===== config.mk =====
export PLATFORM = sky130hd
export DESIGN_NAME = vga_plot_arbiter
export DESIGN_NICKNAME = d
export VERILOG_FILES = /design/src/rtl/vga_plot_arbiter.sv
export SDC_FILE = /design/constraint.sdc
export NUM_CORES = 1
export LEC_CHECK = 0
export CAP_MARGIN = 10
export CORE_MARGIN = 2
export CORE_UTILIZATION = 40
export DETAILED_ROUTE_END_ITERATION = 6
export PLACE_DENSITY = 0.74
export SLEW_MARGIN = 15
export SYNTH_ARGS = -nofsm -noshare
export SYNTH_HDL_FRONTEND = slang
export SYNTH_SLANG_ARGS = --single-unit

===== constraint.sdc =====
create_clock -name clk -period 6.72 [get_ports clk]
set_input_delay 1.008 -clock clk [delete_from_list [all_inputs] [get_ports clk]]
set_output_delay 1.008 -clock clk [all_outputs]
set_load 0.01 [all_outputs]

===== src/rtl/vga_plot_arbiter.sv =====
// rtl/vga_plot_arbiter.sv - round-robin arbiter sharing the framebuffer pixel-write port
module vga_plot_arbiter #(
  parameter int NREQ     = 3,
  parameter int XW       = 8,
  parameter int YW       = 8,
  parameter int CW       = 12,
  parameter int XMAX     = 159,
  parameter int YMAX     = 119,
  parameter int PRIO0    = 1,
  parameter int HOLD_MAX = 64
) (
  input  logic               clk,
  input  logic               reset,
  input  logic [NREQ-1:0]    req,
  input  logic [NREQ-1:0]    req_valid,
  input  logic [NREQ*XW-1:0] req_x,
  input  logic [NREQ*YW-1:0] req_y,
  input  logic [NREQ*CW-1:0] req_color,
  output logic [NREQ-1:0]    grant,
  output logic [NREQ-1:0]    ack,
  input  logic               plot_ready,
  output logic               plot,
  output logic [XW-1:0]      plot_x,
  output logic [YW-1:0]      plot_y,
  output logic [14:0]        plot_addr,
  output logic [CW-1:0]      plot_color,
  output logic [2:0]         owner,
  output logic               busy,
  output logic [7:0]         oob_count
);

  typedef enum logic [1:0] {S_IDLE, S_OWN, S_REL} state_t;

  localparam logic [31:0] XLIM = XMAX;
  localparam logic [31:0] YLIM = YMAX;
  localparam logic [31:0] XDIM = XMAX + 1;

  state_t           state_q, state_d;
  logic [2:0]       owner_q, owner_d;
  logic [2:0]       ptr_q, ptr_d;
  logic [15:0]      hold_q, hold_d;
  logic             plot_q;
  logic [XW-1:0]    x_q;
  logic [YW-1:0]    y_q;
  logic [14:0]      addr_q;
  logic [CW-1:0]    color_q;
  logic [7:0]       oob_q;

  logic [NREQ-1:0]   grant_w;
  logic [2*NREQ-1:0] req_dbl;
  logic [NREQ-1:0]   req_rot;
  logic [3:0]        win_sum;
  logic [2:0]        win;
  logic              own_req, other_req, accept, on_screen;
  logic [XW-1:0]     sel_x;
  logic [YW-1:0]     sel_y;
  logic [CW-1:0]     sel_c;
  logic [14:0]       addr_w;

  // Winner select: fixed priority for requester 0, else first request at/after the pointer
  always_comb begin
    req_dbl = {req, req};
    req_rot = NREQ'(req_dbl >> ptr_q);
    win_sum = 4'd0;
    win     = ptr_q;
    for (int k = NREQ - 1; k >= 0; k--) begin
      if (req_rot[k]) begin
        win_sum = 4'(ptr_q) + 4'(k);
        win     = (win_sum >= 4'(NREQ)) ? 3'(win_sum - 4'(NREQ)) : 3'(win_sum);
      end
    end
    if (PRIO0 != 0 && req[0]) win = 3'd0;
  end

  // Grant decode and owner's pixel mux; grant comes only from registered state
  always_comb begin
    grant_w = '0;
    sel_x   = '0;
    sel_y   = '0;
    sel_c   = '0;
    for (int i = 0; i < NREQ; i++) begin
      grant_w[i] = (state_q == S_OWN) && (owner_q == 3'(i));
      if (grant_w[i]) begin
        sel_x = sel_x | req_x[i*XW +: XW];
        sel_y = sel_y | req_y[i*YW +: YW];
        sel_c = sel_c | req_color[i*CW +: CW];
      end
    end
    own_req   = |(req & grant_w);
    other_req = |(req & ~grant_w);
    accept    = (|(req_valid & grant_w)) && plot_ready;
    on_screen = (32'(sel_x) <= XLIM) && (32'(sel_y) <= YLIM);
    addr_w    = 15'(32'(sel_y) * XDIM + 32'(sel_x));
  end

  // Next-state logic for ownership, hold count and round-robin pointer
  always_comb begin
    state_d = state_q;
    owner_d = owner_q;
    ptr_d   = ptr_q;
    hold_d  = hold_q;
    case (state_q)
      S_IDLE: begin
        if (|req) begin
          owner_d = win;
          state_d = S_OWN;
        end
      end
      S_OWN: begin
        if (accept && HOLD_MAX != 0 && hold_q != 16'(HOLD_MAX)) hold_d = hold_q + 16'd1;
        if (!own_req ||
            (HOLD_MAX != 0 && hold_q == 16'(HOLD_MAX) && other_req && !accept))
          state_d = S_REL;
      end
      S_REL: begin
        ptr_d   = (owner_q == 3'(NREQ - 1)) ? 3'd0 : owner_q + 3'd1;
        hold_d  = 16'd0;
        state_d = S_IDLE;
      end
      default: state_d = S_IDLE;
    endcase
  end

  // Arbitration state registers
  always_ff @(posedge clk) begin
    if (reset) begin
      state_q <= S_IDLE;
      owner_q <= 3'd0;
      ptr_q   <= 3'd0;
      hold_q  <= 16'd0;
    end else begin
      state_q <= state_d;
      owner_q <= owner_d;
      ptr_q   <= ptr_d;
      hold_q  <= hold_d;
    end
  end

  // Pixel output registers; off-screen pixels are swallowed and counted
  always_ff @(posedge clk) begin
    if (reset) begin
      plot_q  <= 1'b0;
      x_q     <= '0;
      y_q     <= '0;
      addr_q  <= '0;
      color_q <= '0;
      oob_q   <= 8'd0;
    end else begin
      plot_q <= accept && on_screen;
      if (accept && on_screen) begin
        x_q     <= sel_x;
        y_q     <= sel_y;
        addr_q  <= addr_w;
        color_q <= sel_c;
      end
      if (accept && !on_screen && oob_q != 8'hFF) oob_q <= oob_q + 8'd1;
    end
  end

  assign grant      = grant_w;
  assign ack        = accept ? grant_w : '0;
  assign plot       = plot_q;
  assign plot_x     = x_q;
  assign plot_y     = y_q;
  assign plot_addr  = addr_q;
  assign plot_color = color_q;
  assign owner      = owner_q;
  assign busy       = (state_q == S_OWN);
  assign oob_count  = oob_q;

endmodule

# After elaboration in Yosys (flattened, before gate mapping)
# Index checks and enable logic that the tools add are counted.
word_totals:
  word_cells: 94
  in_bits: 93
  regBits: 76
  out_inout_bits: 62
classes:
  multipliers: 1
  add_sub_neg: 9
  magnitude_cmp: 5
  n_eq_ne: 10
  mux: 23
  shift: 1
  reduce_logical: 25
  bitwise_logic: 10
ops:
  columns: ["op", "count"]
  rows:
  - ["$mux W8", 6]
  - ["$mux W12", 3]
  - ["$or A8 B8 Y8", 4]
  - ["$pmux W16 S2", 1]
  - ["$mux W3", 9]
  - ["$or A12 B12 Y12", 2]
  - ["$add A16 B1 Y16 const B", 1]
  - ["$eq A16 B7 Y1 const B", 1]
  - ["$mux W16", 1]
  - ["$ne A16 B7 Y1 const B", 1]
  - ["$add A15 B8 Y15", 1]
  - ["$reduce_or A3 Y1", 4]
  - ["$logic_and A1 B1 Y1", 11]
  - ["$mul A8 B3 Y10 const B", 1]
  - ["$and A3 B3 Y3", 3]
  - ["$sub A3 B2 Y3 const B", 3]
  - ["$add A8 B1 Y8 const B", 1]
  - ["$ge A4 B2 Y1 const B", 2]
  - ["$le A8 B7 Y1 const B", 1]
  - ["$le A8 B8 Y1 const B", 1]
  - ["$ne A8 B8 Y1 const B", 1]
  - ["$reduce_and A2 Y1", 3]
  - ["$shr A6 B3 Y3", 1]
  - ["$add A3 B1 Y4 const B", 1]
  - ["other kinds (17)", 21]

# Longest topological paths before layout
logic_depth:
  ltp_word: 12
  ltp_mapped: 17
  depth_no_buf: 14

# Worst setup path after synthesis
# OpenSTA, ideal clock, no wires.
synth_path:
  path_kind: "reg2reg"
  start: "register owner_q[1] (netlist: owner[1])"
  end: "register addr_q[14] (netlist: plot_addr[14])"
  stages_incl_launch_ff: 18
  arrival_time_ps: 3599
  path_buffers: 3
  slack_ps: 2993
  synth_period_minus_slack_ps: 3727
  required_time_ps: 6592
  setup_time_ps: 128
  path_cell_list: "dfxtp_1 -> nor4b_2 -> buf_2 -> and2_0 -> clkbuf_1 -> clkbuf_1 -> a22oi_1 -> nand2_1 -> ha_1 -> ha_1 -> fa_1 -> a211oi_1 -> nor2_1 -> xor2_1 -> nand4_1 -> xnor2_1 -> mux2i_1 -> nor2_1"
synth_between:
  elab_chain_len: 10
  elab_cells_between_ends: 25
  cone_classes: "1 x add/sub; 1 x mul; 2 x order compare; 2 x eq/ne; 6 x mux; 5 x bitwise; 8 x reduce/logical"
synth_rtl:
  columns: ["element", "line", "text"]
  rows:
  - ["start, declared", "39", "logic [2:0] owner_q, owner_d;"]
  - ["start signal, assigned", "133", "owner_q <= owner_d;"]
  - ["$logic_not A3 Y1", "82", "grant_w[i] = (state_q == S_OWN) && (owner_q == 3'(i));"]
  - ["$logic_and A1 B1 Y1", "82", null]
  - ["$mux W8", "83", "if (grant_w[i]) begin"]
  - ["$or A8 B8 Y8", "85", "sel_y = sel_y | req_y[i*YW +: YW];"]
  - ["$mux W8", "83", null]
  - ["$or A8 B8 Y8", "85", null]
  - ["$mux W8 *", "83", null]
  - ["named net sel_y[1]", "56", "logic [YW-1:0] sel_y;"]
  - ["parallel branches: the longest is 3 deep, another holds $add A15 B8 Y15", null, null]
  - ["end signal, assigned", "153", "addr_q <= addr_w;"]
  - ["end, declared", "45", "logic [14:0] addr_q;"]
# Mark *: on every way through the listed nets, which the timed path passes.
# A chain may end at the register's enable or synchronous reset.

# Final worst setup path
# Same ends and word-level chain as after synthesis.

==> impl_results.md <==
- Hold depth: 1
- Distinct cells, synth: 61
- Endpoints failing setup: 0
- Worst path required time: 6910 ps
- Total core area: 0.0109 sq mm
- Routed WL: 12700 microns
- Estimated wirelength of the detail-placed design: 9470 microns
- Boundary Pins: 155
- Asr flop ratio synth: 0
- R2r endpoint: plot_addr[14]$_SDFFE_PP0P_
- Met1 Use GR: 0.257
- Final Skew: 4.57 ps
- Worst hold path type: register to register
- GRT met2 Usage: 0.352
- Seq/Total Area, Yosys: 0.313
- CTS clk-pin slew, worst paths: 60 ps
- Initial antenna violation count: 2
- Run status: completed
- Via/cell ratio: 5.45
- R2R Path Start: owner[1]$_SDFFE_PP0P_
- Busiest grt layer: met2
- Crit Path Max Fanout: 31
- Syn-to-layout area delta: 38.9%
- Leak: 2.31 nW
- Max_cap viols: 0
- Pwr/cell area: 205 mW/mm^2
- Synth Flop Type: dfxtp_1
- FP Rows: 38
- Final instance area: 0.00631 sq mm
- Post-Syn Nets: 620
- Post-DRT Antenna Nets: 0
- Final Hold Vio Count: 0
- Met3 Resource Use GR: 0.0417
- Synth Register Bits: 71
- Starting DRC count in detailed routing: 284
- Synth Warn #: 0
- CTS tree: yes
- Maximum VDD drop: 0.112 mV
- Clock buffer depth: 2
- Slew Limit Fails: 0
- Total number of vias: 4231
- Hold-fix buffers at CTS: 0
- Number of port buffers: 154
- Most frequent cells in the layout: 153 x clkdlybuf4s50_1, 71 x dfxtp_1, 57 x nor2_1, 28 x nand2_1, 27 x ha_1
- Initial core utilization: 0.415
- Final nets: 751
- Worst Setup Start Kind: register
- FF-to-FF path depth: 14
- Clk Tree Root Cell: clkbuf_16
- Hold path startpoint: plot_y[7]$_SDFFE_PP0P_
- Fin crit period: 4370 ps
- Fmax: 229 MHz
- Post-route setup TNS: 0 ps
- Drt drc: 0
- Clk sinks: 71
- WL/cell: 16.4 microns
- GRT Overall Usage: 0.204
- Critical path class: register to register
- Tcrit/Tclk final: 0.650
- Die H: 111 microns
- CTS resizes: 0
- Worst skew pair latency: 330 ps
- CTS buffer count: 9
- Syn_area_per_cell: 9.12 sq um
- Share of cells above drive strength 1: 0.126
- Slew HR: 0.345
- Die ar.: 0.0122 sq mm
- Min Hold Slack: 476 ps
- Die Width: 111 microns
- Slew @ Worst Pin: 982 ps
- Post-synth EDFFs: 0
- Routability Congestion: 0.888
- RSZ-0062 raised after global routing: no
- CTS HTree Levels: 3
- Post-CTS setup repair buffer count: 0
- DRT Pass-1 Iters: 5
- Crit path arrival time: 4560 ps
- Crit. End Element: register
- Commonest non-fill, non-tap cell in the layout: clkdlybuf4s50_1
- Synth Cell Area: 0.00454 sq mm
- First-pass GRT wire length: 20900 microns
- R2R setup slack: 2350 ps
- Placed cell area: 0.00602 sq mm
- Largest net degree at the start of global routing: 62
- Cells after Synth: 498
- GRT overflow: 0
- Worst Hold End: plot_y[7]$_SDFFE_PP0P_
- Vias in the first global route: 4199
synth_stat cells, drive strengths merged (4+ instances only):
library cell | count | share of area
nor2 | 79 | 0.077
dfxtp | 71 | 0.31
a211oi | 29 | 0.072
nand2 | 28 | 0.023
ha | 27 | 0.074
mux2i | 24 | 0.053
and3 | 21 | 0.030
clkbuf | 19 | 0.016
a222oi | 18 | 0.040
xnor2 | 18 | 0.035
buf | 17 | 0.040
a21oi | 16 | 0.018
inv | 14 | 0.012
xor2 | 13 | 0.025
nand3 | 11 | 0.012
o21ai | 9 | 0.011
a221o | 8 | 0.018
nor3 | 7 | 0.0077
and2 | 6 | 0.0088
mux2 | 6 | 0.015
nand4 | 6 | 0.0083
a22oi | 5 | 0.0083
nor2b | 5 | 0.0069
or2 | 4 | 0.0055
per-layer routing:
layer	vias up	wire, microns
li1	2075	-
met1	1996	5590
met2	145	6190
met3	15	764
met4	0	184
met5	-	0
per-stage QoR:
step	setup WS (ps)	power, W	cells	utilization
after floorplan	2990	0.000723	498	-
after global placement	2530	0.000847	758	0.550
after detailed placement	2370	0.000857	758	0.550
after CTS	2340	0.00130	774	0.576
after global routing	1940	0.00136	776	0.577
final	2350	0.00129	776	0.577
cells by family after synthesis:
family | Yosys count | share of synthesized area
adders and majority gates | 29 | 0.0832
buffers and inverters | 50 | 0.0675
AOI/OAI and AO/OA | 102 | 0.198
and+or+nand+nor | 185 | 0.211
muxes | 30 | 0.0678
DFF | 71 | 0.313
xor gates and xnor gates | 31 | 0.0598
area by class of cell:
class / instances / area (sq um)
Antenna cell: 2 / 5.00
Inverter: 14 / 52.6
Tap cell: 140 / 175
Clock inverter: 5 / 32.5
Multi-Input combinational cell: 377 / 2820
Sequential cell: 71 / 1420
Fill cell: 976 / 4630
Clock buffer: 11 / 253
Timing Repair Buffer: 156 / 1550
flip-flops by register name, indices dropped and copies added, names as in the netlist:
name	flops
plot_x	8
oob_count	8
owner	3
plot	1
plot_color	12
ptr_q	3
state_q	2
plot_addr	10
plot_y	8
hold_q	16
worst max-delay path by stage:
stage | startpoint | endpoint | slack [ps]
after floorplan | owner[1]$_SDFFE_PP0P_ | plot_addr[14]$_SDFFE_PP0P_ | 2990
after global placement | owner[1]$_SDFFE_PP0P_ | plot_addr[14]$_SDFFE_PP0P_ | 2530
after detailed placement | owner[1]$_SDFFE_PP0P_ | plot_addr[14]$_SDFFE_PP0P_ | 2370
after CTS | owner[1]$_SDFFE_PP0P_ | plot_addr[14]$_SDFFE_PP0P_ | 2340
after global routing | owner[1]$_SDFFE_PP0P_ | plot_addr[14]$_SDFFE_PP0P_ | 1940
final | owner[1]$_SDFFE_PP0P_ | plot_addr[14]$_SDFFE_PP0P_ | 2350
worst max-delay path: stages (launching register included):
cell and delay, ps:
dfxtp_1 380, nor4b_2 830, and2_4 520, a22oi_1 150, nand2_1 200, ha_1 270
ha_1 230, fa_1 410, a211oi_1 350, nor2_1 120, xor2_1 270, nand4_1 150
xnor2_1 150, mux2i_1 130, nor2_1 50
power by group:
part | leakage [nW] | internal (W) | total [W] | switching, W
Sequential | 0.574 | 0.000440 | 0.000462 | 0.0000217
Clock | 0.134 | 0.000268 | 0.000443 | 0.000175
Combinational | 1.60 | 0.000193 | 0.000388 | 0.000195
Total | 2.31 | 0.000901 | 0.00129 | 0.000392
No activity file was read; power rests on OpenSTA's default activity.
